File: src/rtl/seven_seg_scanner.sv
// seven_seg_scanner: time-multiplexed common-anode 7-segment driver
// with per-slot blanking, PWM brightness, LZ blanking and frame snapshots.
module seven_seg_scanner #(
  parameter int DIGITS    = 8,
  parameter int CLK_DIV   = 25000,
  parameter int BLANK_CYC = 100
) (
  input  logic                  clk,
  input  logic                  rst,
  input  logic [4*DIGITS-1:0]   value,
  input  logic [DIGITS-1:0]     dp_in,
  input  logic [DIGITS-1:0]     digit_en,
  input  logic [3:0]            bright,
  input  logic                  lz_en,
  output logic [DIGITS-1:0]     an_n,
  output logic [6:0]            seg_n,
  output logic                  dp_n,
  output logic                  frame_start
);

  localparam int CW = (CLK_DIV > 1) ? $clog2(CLK_DIV) : 1;
  localparam logic [CW-1:0] CNT_MAX = CW'(CLK_DIV - 1);
  localparam logic [2:0]    IDX_MAX = 3'(DIGITS - 1);

  logic [CW-1:0]       cnt_q, cnt_d;
  logic [2:0]          idx_q, idx_d;
  logic [3:0]          pwm_q, pwm_d;
  logic                load_q, load_d;
  logic [4*DIGITS-1:0] val_q, val_d;
  logic [DIGITS-1:0]   dps_q, dps_d;
  logic [DIGITS-1:0]   ens_q, ens_d;
  logic [DIGITS-1:0]   an_q, an_d;
  logic [6:0]          seg_q, seg_d;
  logic                dp_q, dp_d;
  logic                fs_q, fs_d;

  logic        slot_end, snap, blank, gate, vis;
  logic [31:0] val32;
  logic [7:0]  dp8, en8, sup8;
  logic [3:0]  nib;

  function automatic logic [6:0] hex7(input logic [3:0] n);
    logic [6:0] s;
    case (n)
      4'h0: s = 7'b1000000;
      4'h1: s = 7'b1111001;
      4'h2: s = 7'b0100100;
      4'h3: s = 7'b0110000;
      4'h4: s = 7'b0011001;
      4'h5: s = 7'b0010010;
      4'h6: s = 7'b0000010;
      4'h7: s = 7'b1111000;
      4'h8: s = 7'b0000000;
      4'h9: s = 7'b0010000;
      4'hA: s = 7'b0001000;
      4'hB: s = 7'b0000011;
      4'hC: s = 7'b1000110;
      4'hD: s = 7'b0100001;
      4'hE: s = 7'b0000110;
      default: s = 7'b0001110;
    endcase
    return s;
  endfunction

  if (BLANK_CYC == 0) begin : g_noblank
    assign blank = 1'b0;
  end else begin : g_blank
    assign blank = cnt_q < CW'(BLANK_CYC);
  end

  // Pad shadows to 8 digits so idx can index them directly.
  assign val32 = 32'(val_q);
  assign dp8   = 8'(dps_q);
  assign en8   = 8'(ens_q);
  assign nib   = 4'(val32 >> {idx_q, 2'b00});

  always_comb begin
    logic zero_above;
    sup8       = '0;
    zero_above = 1'b1;
    for (int i = 7; i >= 0; i--) begin
      zero_above = zero_above && (val32[4*i +: 4] == 4'h0) && !dp8[i];
      sup8[i]    = lz_en && zero_above && (i != 0);
    end
  end

  always_comb begin
    gate = pwm_q < bright;
    if (bright == 4'd0)  gate = 1'b0;
    if (bright == 4'd15) gate = 1'b1;
  end

  assign vis = !blank && en8[idx_q] && gate && !sup8[idx_q];

  always_comb begin
    slot_end = cnt_q == CNT_MAX;
    snap     = load_q || (slot_end && idx_q == IDX_MAX);
    cnt_d    = slot_end ? '0 : cnt_q + CW'(1);
    idx_d    = idx_q;
    if (slot_end)
      idx_d = (idx_q == IDX_MAX) ? 3'd0 : idx_q + 3'd1;
    pwm_d  = pwm_q + 4'd1;
    load_d = 1'b0;
    val_d  = snap ? value : val_q;
    dps_d  = snap ? dp_in : dps_q;
    ens_d  = snap ? digit_en : ens_q;
    fs_d   = snap;
    an_d   = '1;
    seg_d  = 7'h7F;
    dp_d   = 1'b1;
    if (vis) begin
      an_d  = ~(DIGITS'(1) << idx_q);
      seg_d = hex7(nib);
      dp_d  = ~dp8[idx_q];
    end
  end

  always_ff @(posedge clk or posedge rst) begin
    if (rst) begin
      cnt_q  <= '0;
      idx_q  <= '0;
      pwm_q  <= '0;
      load_q <= 1'b1;
      val_q  <= '0;
      dps_q  <= '0;
      ens_q  <= '0;
      an_q   <= '1;
      seg_q  <= 7'h7F;
      dp_q   <= 1'b1;
      fs_q   <= 1'b0;
    end else begin
      cnt_q  <= cnt_d;
      idx_q  <= idx_d;
      pwm_q  <= pwm_d;
      load_q <= load_d;
      val_q  <= val_d;
      dps_q  <= dps_d;
      ens_q  <= ens_d;
      an_q   <= an_d;
      seg_q  <= seg_d;
      dp_q   <= dp_d;
      fs_q   <= fs_d;
    end
  end

  assign an_n        = an_q;
  assign seg_n       = seg_q;
  assign dp_n        = dp_q;
  assign frame_start = fs_q;

endmodule

File: config.mk
export PLATFORM = sky130hd
export DESIGN_NAME = seven_seg_scanner
export DESIGN_NICKNAME = d
export VERILOG_FILES = /design/src/rtl/seven_seg_scanner.sv
export SDC_FILE = /design/constraint.sdc
export NUM_CORES = 1
export LEC_CHECK = 0
export BUFFER_PORTS_ARGS = -buffer_cell sky130_fd_sc_hd__buf_2
export CORE_MARGIN = 2
export CORE_UTILIZATION = 47
export CTS_CLUSTER_SIZE = 30
export DETAILED_ROUTE_END_ITERATION = 6
export PLACE_DENSITY = 0.69
export SLEW_MARGIN = 20
export SYNTH_ARGS = -nofsm -noshare
export SYNTH_HDL_FRONTEND = slang
export SYNTH_SLANG_ARGS = --single-unit
File: constraint.sdc
create_clock -name clk -period 4.05 [get_ports clk]
set_input_delay 0.81 -clock clk [delete_from_list [all_inputs] [get_ports clk]]
set_output_delay 0.81 -clock clk [all_outputs]
set_load 0.01 [all_outputs]
Word level (Yosys, flattened, before mapping):

Memory sizes are Yosys's and may differ from the RTL's.
Cells that the tools add are included.

* reductions and logical operators: 42
* shift-type cells: 2
* muxes and demuxes: 13
* multiply operators: 0
* divide/modulo/power cells: 0
* equality and inequality tests: 3
* bitwise logic cells: 2
* magnitude comparators: 3
* add/sub/neg operators: 3

Operator list (number)
* $logic_not A4 Y1: 8
* $shr A32 B5 Y4: 1
* $logic_and A1 B1 Y1: 24
* $add A15 B1 Y15 const B: 1
* $eq A15 B15 Y1 const B: 1
* $lt A15 B7 Y1 const B: 1
* $mux W15: 1
* $bmux W1 S3: 3
* $logic_not A1 Y1: 9
* $mux W8: 1
* $not A8 Y8: 1
* $shl A1 B3 Y8 const A: 1
* $mux W7: 1
* $mux W1: 6
* $add A4 B1 Y4 const B: 1
* $eq A4 B4 Y1 const B: 1
* $lt A3 B4 Y1 const B: 1
* $lt A4 B4 Y1: 1
* $add A3 B1 Y3 const B: 1
* $eq A3 B3 Y1 const B: 1
* $mux W3: 1
* $logic_or A1 B1 Y1: 1
* $not A1 Y1: 1

* word-level logic and storage cells: 80
* bits in registers: 88
* memories kept: 1
* bits in latches: 0
* bits in writable memories: 0
* ROM bits: 112
* input bits: 55

Memory list
* (name not given): words 16, bits a word 7, rd ports 1, clocked after memory_dff 0, wr ports 0, line 44 `case (n)`

Logic depth before layout (Yosys ltp):

Gate-level depths: netlist of the first run.

* depth after elaboration: 20
* depth in mapped cells: 10
* mapped depth without buffers: 8

Worst setup path after synthesis of the first run:

OpenSTA, ideal clock, no wires.

* path kind: reg-to-reg
* start: register idx_q[2]
* end: register seg_q[2] (netlist: seg_n[2])
* period minus slack after synthesis: 2.494 ns
* path slack: 1.556 ns
* data arrival time: 2.428 ns
* buffers on the path: 2
* cell stages (with the launch flop): 9
* path through: dfrtp_1 -> buf_2 -> buf_2 -> mux4_2 -> mux2i_1 -> inv_1 -> ha_1 -> or3_1 -> nand4_1

* word-level cells in the longest chain between the ends: 6
* elaborated cells on any way between the ends: 11
* those cells by class: shift (1); mux (5); reduce/logical (4); memory (1)

Ends and longest elaborated chain
* start: declaration: line 26 `logic [2:0] idx_q, idx_d;`
* start signal: assignment: line 133 `idx_q <= idx_d;`
* parallel branches: the longest is 5 deep, another holds $mem_v2 Z16 W7
* $mux W7 (*): line 111 `if (vis) begin`
* via seg_d[2]: line 33 `logic [6:0] seg_q, seg_d;`
* end signal: assignment: line 140 `seg_q <= seg_d;`
* end: declaration: line 33

Mark *: on every way through the listed nets, which the timed path passes. The select of a mux whose other input is x is not followed.
A chain may end at the register's enable or synchronous reset.

Worst setup path in the final report of the first run:

* start: register idx_q[2]
* end: register seg_q[4] (netlist: seg_n[4])

Same word-level chain as after synthesis.

==> reports/qor.txt, run 1 <==
first-pass GRT wire length: 13,710 um
Fin Setup TNS: 0 ps
deepest clock path buffer count: 2
Routed Antenna Nets: 0
initial drt markers: 98
post-synthesis mux area share: 0.2192
number of antenna violations at the first check in global routing: 0
Synth Instances: 327
type of the most critical hold path: primary input to asynchronous set/reset pin
WP data arrival: 3110 ps
FILL cells: 735
Port Buf Inserts: 71
drt drc: 0
Peak VDD IR: 0.0002030 V
count of final setup violators: 0
sequential area share after synthesis: 0.5194
largest net degree at the start of global routing: 85
Post-Syn Nets: 399
Slew @ Worst Pin: 823.8 ps
# Max-Cap Violations: 0
top-area cell type share of the netlist area: 0.4151
Post-Synth XOR/XNOR Area: 0.03069
CP Capture Type: flop
DP Wirelength: 6028 um
DR vias/cell: 5.417
Critical Path Fanout Max: 16
Cell variety after synth: 47
fin crit period: 2843 ps
total wire length: 8151 um
compound-gate portion of the synthesized area: 0.03537
Area growth, synth to finish: 15.00%
placed insts: 494
Final Hold Fails: 0
max-slew violations: 0
Overall Global Routing Usage: 0.1780
H-tree Lvls: 3
buffer count from post-CTS setup fixing: 0
fin cells: 511
number of global-route vias before repair: 2,731
adder-cell share of the synthesized area: 0.04969
Max Fclk: 0.3517 GHz
Cell Area, Synth: 0.004280 mm^2
Power per Cell Area: 354.0 mW/mm^2
FF+latch count, synth: 88
largest cells by area after synthesis: dfrtp_1 42%, dfstp_2 10%, mux2_2 10%, mux4_2 6.3%, ha_1 5.0%
Final Skew: 8.982 ps
CTS Buf Count: 9
RSZ-0062 raised after global routing: false
Pwr Total: 1.742 mW
Worst Setup Start Kind: flop
number of flops mapped to enable cells by yosys: 0
clk_lat worst skew: 350 ps
Initial Util: 0.4884
core area: 0.008763 mm^2
WL/cell: 15.95 um
Tcrit/Tclk final: 0.7021
Die Span X: 99.43 um
Rel. slew slack: 0.4351
share of cells above drive strength 1: 0.4268
Synth warnings: 0
hold buffer count at CTS: 0
die area: 0.009886 mm^2
Post-synth ARST share: 1.000
# nets final: 470
syn_area_per_cell: 13.09 um^2
required time worst endpoint: 4320 ps
main combinational cell family by area after synthesis: multiplexers
placer congestion estimate: 0.8260
grt ovf: 0
Clk pin slew, worst setup/hold paths: 90 ps
DR pass1 iterations: 4
LEAKAGE: 2.183 nW
CTS tree: done
root buffer cell: clkbuf_8
kind of critical path: flop to flop
Ant. Diodes: 0
Cell Rows: 34
TritonCTS Sinks: 88
top cell type by total area after synthesis: dfrtp_1
simple-gate share of the synthesized area: 0.1117
via count: 2,768
number of gates resized after cts: 0
I/O pin cnt: 72
most used flip-flop cell after synthesis: dfrtp_1
status: completed
die height: 99.43 um
## layer usage
metal  track usage  vias to the layer above  wire (um)
li1              -                     1331          -
met5             0                        -          0
met1        0.2520                     1360       3924
met3       0.04849                        7        369
met4       0.05058                        0         90
met2        0.2729                       70       3766
## per-stage QoR
stage               utilization  cell area (um^2)  hold slack, ps  worst slack [ps]
finish                   0.5617              4922           306.0              1207
global route             0.5617              4922           295.5             922.3
CTS                      0.5608              4915           287.0              1155
detailed placement       0.5393              4726           475.8              1158
global placement         0.5393              4726           467.4              1280
floorplan                     -              4280           435.2             989.6
## worst max-delay path: stages (launching register included)
cell	delay, ps
dfrtp_1	770
mux4_2	580
mux2i_1	530
inv_1	160
ha_1	250
inv_1	90
mux2i_1	70
a22oi_1	210
nand3_1	100
## Yosys cell counts, types with 2 or more instances
cell type / n
xnor2_1: 9
and3_1: 2
mux2_2: 39
nand4_1: 11
nor4_1: 7
or4_1: 7
nor3_1: 2
ha_1: 17
a211oi_1: 2
nor2_1: 16
buf_2: 8
mux2i_1: 8
mux4_2: 12
dfstp_2: 17
or3_1: 2
inv_1: 12
buf_4: 2
o211ai_1: 2
clkbuf_1: 3
nand3_1: 16
mux2_4: 9
dfrtp_1: 71
o21ai_0: 4
o22a_1: 2
xor2_1: 6
nand2_1: 16
nor2b_1: 3
a22oi_1: 2
buf_6: 2
## where the power goes
| part | leakage, nW | internal, mW | switching, mW |
|---|---|---|---|
| clock | 0.0856 | 0.284 | 0.300 |
| sequential | 1.04 | 0.928 | 0.0402 |
| combinational | 1.06 | 0.108 | 0.0807 |
| total | 2.18 | 1.32 | 0.421 |
## layout by cell type, fill, tap and decap left out, drive strengths merged, types with 7 or more instances in the layout
cell and count:
nand2 16, xnor2 9, nor2 16, nand3 16, inv 12, nand4 11
or4 8, mux4 12, dfstp 17, mux2i 9, buf 75, ha 17
clkbuf 11, nor4 7, dfrtp 71, mux2 48
## sequential cells by signal, indices dropped and copies added, names as in the netlist
name	cells
pwm_q	4
an_n	8
en8	8
idx_q	3
seg_n	7
val32	32
frame_start	1
cnt_q	15
load_q	1
dp8	8
dp_n	1
## worst paths after layout
path                       cells past startpoint  slack (ps)         to  startpoint
max                                            8        1210   seg_n[4]    idx_q[2]
min in group clk                               1         480   pwm_q[0]    pwm_q[0]
min reg2reg                                    1         480   pwm_q[0]    pwm_q[0]
min                                            2         310  cnt_q[10]         rst
max in group asynchronous                      3        3080   seg_n[0]         rst
max reg2reg                                    8        1210   seg_n[4]    idx_q[2]
## cell type report
cell class                      count  area, um^2  share of cell area
Multi-Input combinational cell    210        1923              0.3907
Inverter                           14       53.80             0.01093
Clock buffer                       11       131.4             0.02669
Clock inverter                      5       57.56             0.01169
Timing Repair Buffer               75       397.9             0.08083
Sequential cell                    88        2223              0.4517
Tap cell                          108       135.1             0.02745
## cell families (layout without fill, tap and decap cells)
group	after synthesis	in the layout
flops	88	88
mux	69	69
fa+ha+maj	17	17
xor+xnor	15	15
compound gates	20	20
buf+inv	29	105
simple gates	88	88
other cells	1	1
No activity file was read; power rests on OpenSTA's default activity.
==> run 2, diff against run 1 <==
==> constraint.sdc (replaced) <==
create_clock -name clk -period 2.8 [get_ports clk]
set_input_delay 0.56 -clock clk [delete_from_list [all_inputs] [get_ports clk]]
set_output_delay 0.56 -clock clk [all_outputs]
set_load 0.01 [all_outputs]
==> run 2 against run 1 <==
  * Core utilization grew 1.2 points
  * Count of clock-buffer cells in the layout shrank 1
  * Global-route usage grew 0.74 points
  * Register-to-register slack lost 840 ps
  * Clock skew grew 1.2 ps
  * Design area grew 2.1%
  * Die area is the same
  * Critical path depth shrank 2
  * Setup slack lost 840 ps
  * Clock power grew 68%
  * Flip-flop and latch count is the same
==> reports/qor.txt, run 2 (same netlist as run 1, synthesis figures left out) <==
Clk pin slew, worst setup/hold paths: 90 ps (about the same)
Initial Util: 0.4884 (unchanged)
WL/cell: 16.42 um (+2.9%)
number of global-route vias before repair: 2,984 (+9.3%)
Worst R2R Setup Slack: 370 ps (-840 ps)
placed insts: 501 (+1.4%)
Final Skew: 10.19 ps (+1.207 ps)
# nets final: 477 (+1.5%)
Port Buf Inserts: 71 (unchanged)
Final Hold Fails: 0 (unchanged)
first-pass GRT wire length: 14,480 um (+5.6%)
Worst Setup Start Kind: flop
Rel. slew slack: 0.5301 (+0.09507)
worst hold slack: 304.7 ps (-1.255 ps)
number of antenna violations at the first check in global routing: 0 (unchanged)
Ant. Diodes: 0 (unchanged)
multi-input logic area: 0.001923 mm^2 (unchanged)
grt ovf: 0 (unchanged)
post-layout util: 0.5737 (+0.01199)
CTS Buf Count: 9 (unchanged)
CP Capture Type: flop
largest net degree at the start of global routing: 57 (-33%)
die height: 99.43 um (unchanged)
DP Wirelength: 6302 um (+4.6%)
share of cells above drive strength 1: 0.4439 (+0.01710)
Peak VDD IR: 0.0004160 V (+100%)
# Max-Cap Violations: 0 (unchanged)
most frequent cells in the layout: 72 x buf_2, 70 x dfrtp_1, 39 x mux2_2, 17 x ha_1, 17 x dfstp_2
Die Span X: 99.43 um (unchanged)
Tcrit/Tclk final: 0.8694 (+0.1673)
TritonCTS Sinks: 88 (unchanged)
root buffer cell: clkbuf_8
met2 track demand over resource: 0.3082 (+0.03534)
DR vias/cell: 5.479 (+1.1%)
Cell Rows: 34 (unchanged)
Max Fclk: 0.4108 GHz (+17%)
deepest clock path buffer count: 2 (unchanged)
Overall Global Routing Usage: 0.1855 (+0.007445)
commonest non-fill, non-tap cell in the layout: buf_2
M1 GR Usage: 0.2453 (-0.006702)
GR Util met3: 0.05271 (+0.004216)
core area: 0.008763 mm^2 (unchanged)
max reg flops: 32 (unchanged)
LEAKAGE: 2.244 nW (+2.8%)
die area: 0.009886 mm^2 (unchanged)
final instance area: 0.005027 mm^2 (+2.1%)
drt drc: 0 (unchanged)
pre-CTS WS: 210.1 ps (-947.6 ps)
Routed Antenna Nets: 0 (unchanged)
Critical Path Fanout Max: 14 (-2)
total wire length: 8503 um (+4.3%)
status: completed
hold buffer count at CTS: 0 (unchanged)
Setup WS post-layout: 365.8 ps (-840.9 ps)
max-slew violations: 0 (unchanged)
DR pass1 iterations: 4 (unchanged)
required time worst endpoint: 3090 ps (-1230 ps)
placer congestion estimate: 0.8913 (+7.9%)
Power per Cell Area: 530.3 mW/mm^2 (+50%)
RSZ-0062 raised after global routing: false
initial drt markers: 74 (-24%)
I/O pin cnt: 72 (unchanged)
kind of critical path: flop to flop
WP data arrival: 2720 ps (-390 ps)
busiest grt layer: met2
fin crit period: 2434 ps (-409.1 ps)
type of the most critical hold path: primary input to asynchronous set/reset pin
fin cells: 518 (+1.4%)
count of final setup violators: 0 (unchanged)
Area growth, synth to finish: 17.45%
via count: 2,838 (+2.5%)
clk_lat worst skew: 350 ps (about the same)
Pwr Total: 2.666 mW (+53%)
Fin Setup TNS: 0 ps (unchanged)
H-tree Lvls: 3 (unchanged)
CTS tree: done
FILL cells: 745 (+1.4%)
sequential cell area: 0.002225 mm^2 (about the same)
placement-stage cell area: 0.004793 mm^2 (+1.4%)
Slew @ Worst Pin: 701.7 ps (-122.1 ps)
run 2: cell count changes in the layout (fill, tap and decap cells not counted):
| cell | previous run | this run |
|---|---|---|
| buf_12 | 1 | 2 |
| buf_2 | 71 | 72 |
| buf_4 | 3 | 8 |
| bufinv_16 | 1 | 2 |
| clkbuf_1 | 2 | 0 |
| clkbuf_8 | 9 | 10 |
| clkinv_2 | 2 | 1 |
| clkinvlp_4 | 3 | 2 |
| dfrtp_1 | 71 | 70 |
| dfrtp_2 | 0 | 1 |
| inv_6 | 0 | 2 |
run 2: cell type report:
cell class	instances	area share
multi-input cells	210	0.3825
inverters	14	0.01120
flip-flops and latches	88	0.4425
clock inverters	6	0.01792
repair buffers	82	0.09159
clock buffers	10	0.02738
well taps	108	0.02688
run 2: power breakdown:
group	total, mW	switching (mW)	internal [mW]
Combinational	0.286	0.122	0.164
Clock	0.980	0.448	0.532
Sequential	1.40	0.0573	1.34
Total	2.67	0.628	2.04
run 2: critical path: stages (launching register included):
cell,delay [ps]
dfrtp_1,750
mux4_2,390
mux2i_1,400
inv_1,130
ha_1,230
or3_1,370
nand4_1,100
run 2: what timing repair did:
item	CTS	global route
gates resized for setup	0	1
setup endpoints to repair	0	1
setup buffers	0	0
run 2: path summary, 6_finish.rpt:
kind                           start   endpoint  cells after the start
min reg2reg                 pwm_q[0]   pwm_q[0]                      1
max                         idx_q[1]   seg_n[2]                      6
min in group clk           value[13]  val32[13]                      2
min                              rst  cnt_q[12]                      2
max in group asynchronous        rst     load_q                      3
max reg2reg                 idx_q[1]   seg_n[2]                      6
run 2: layer usage:
metal | wire length, um | share of wire
met4 | 89 | 0.010
met5 | 0 | 0
met2 | 4175 | 0.49
met3 | 352 | 0.041
met1 | 3886 | 0.46
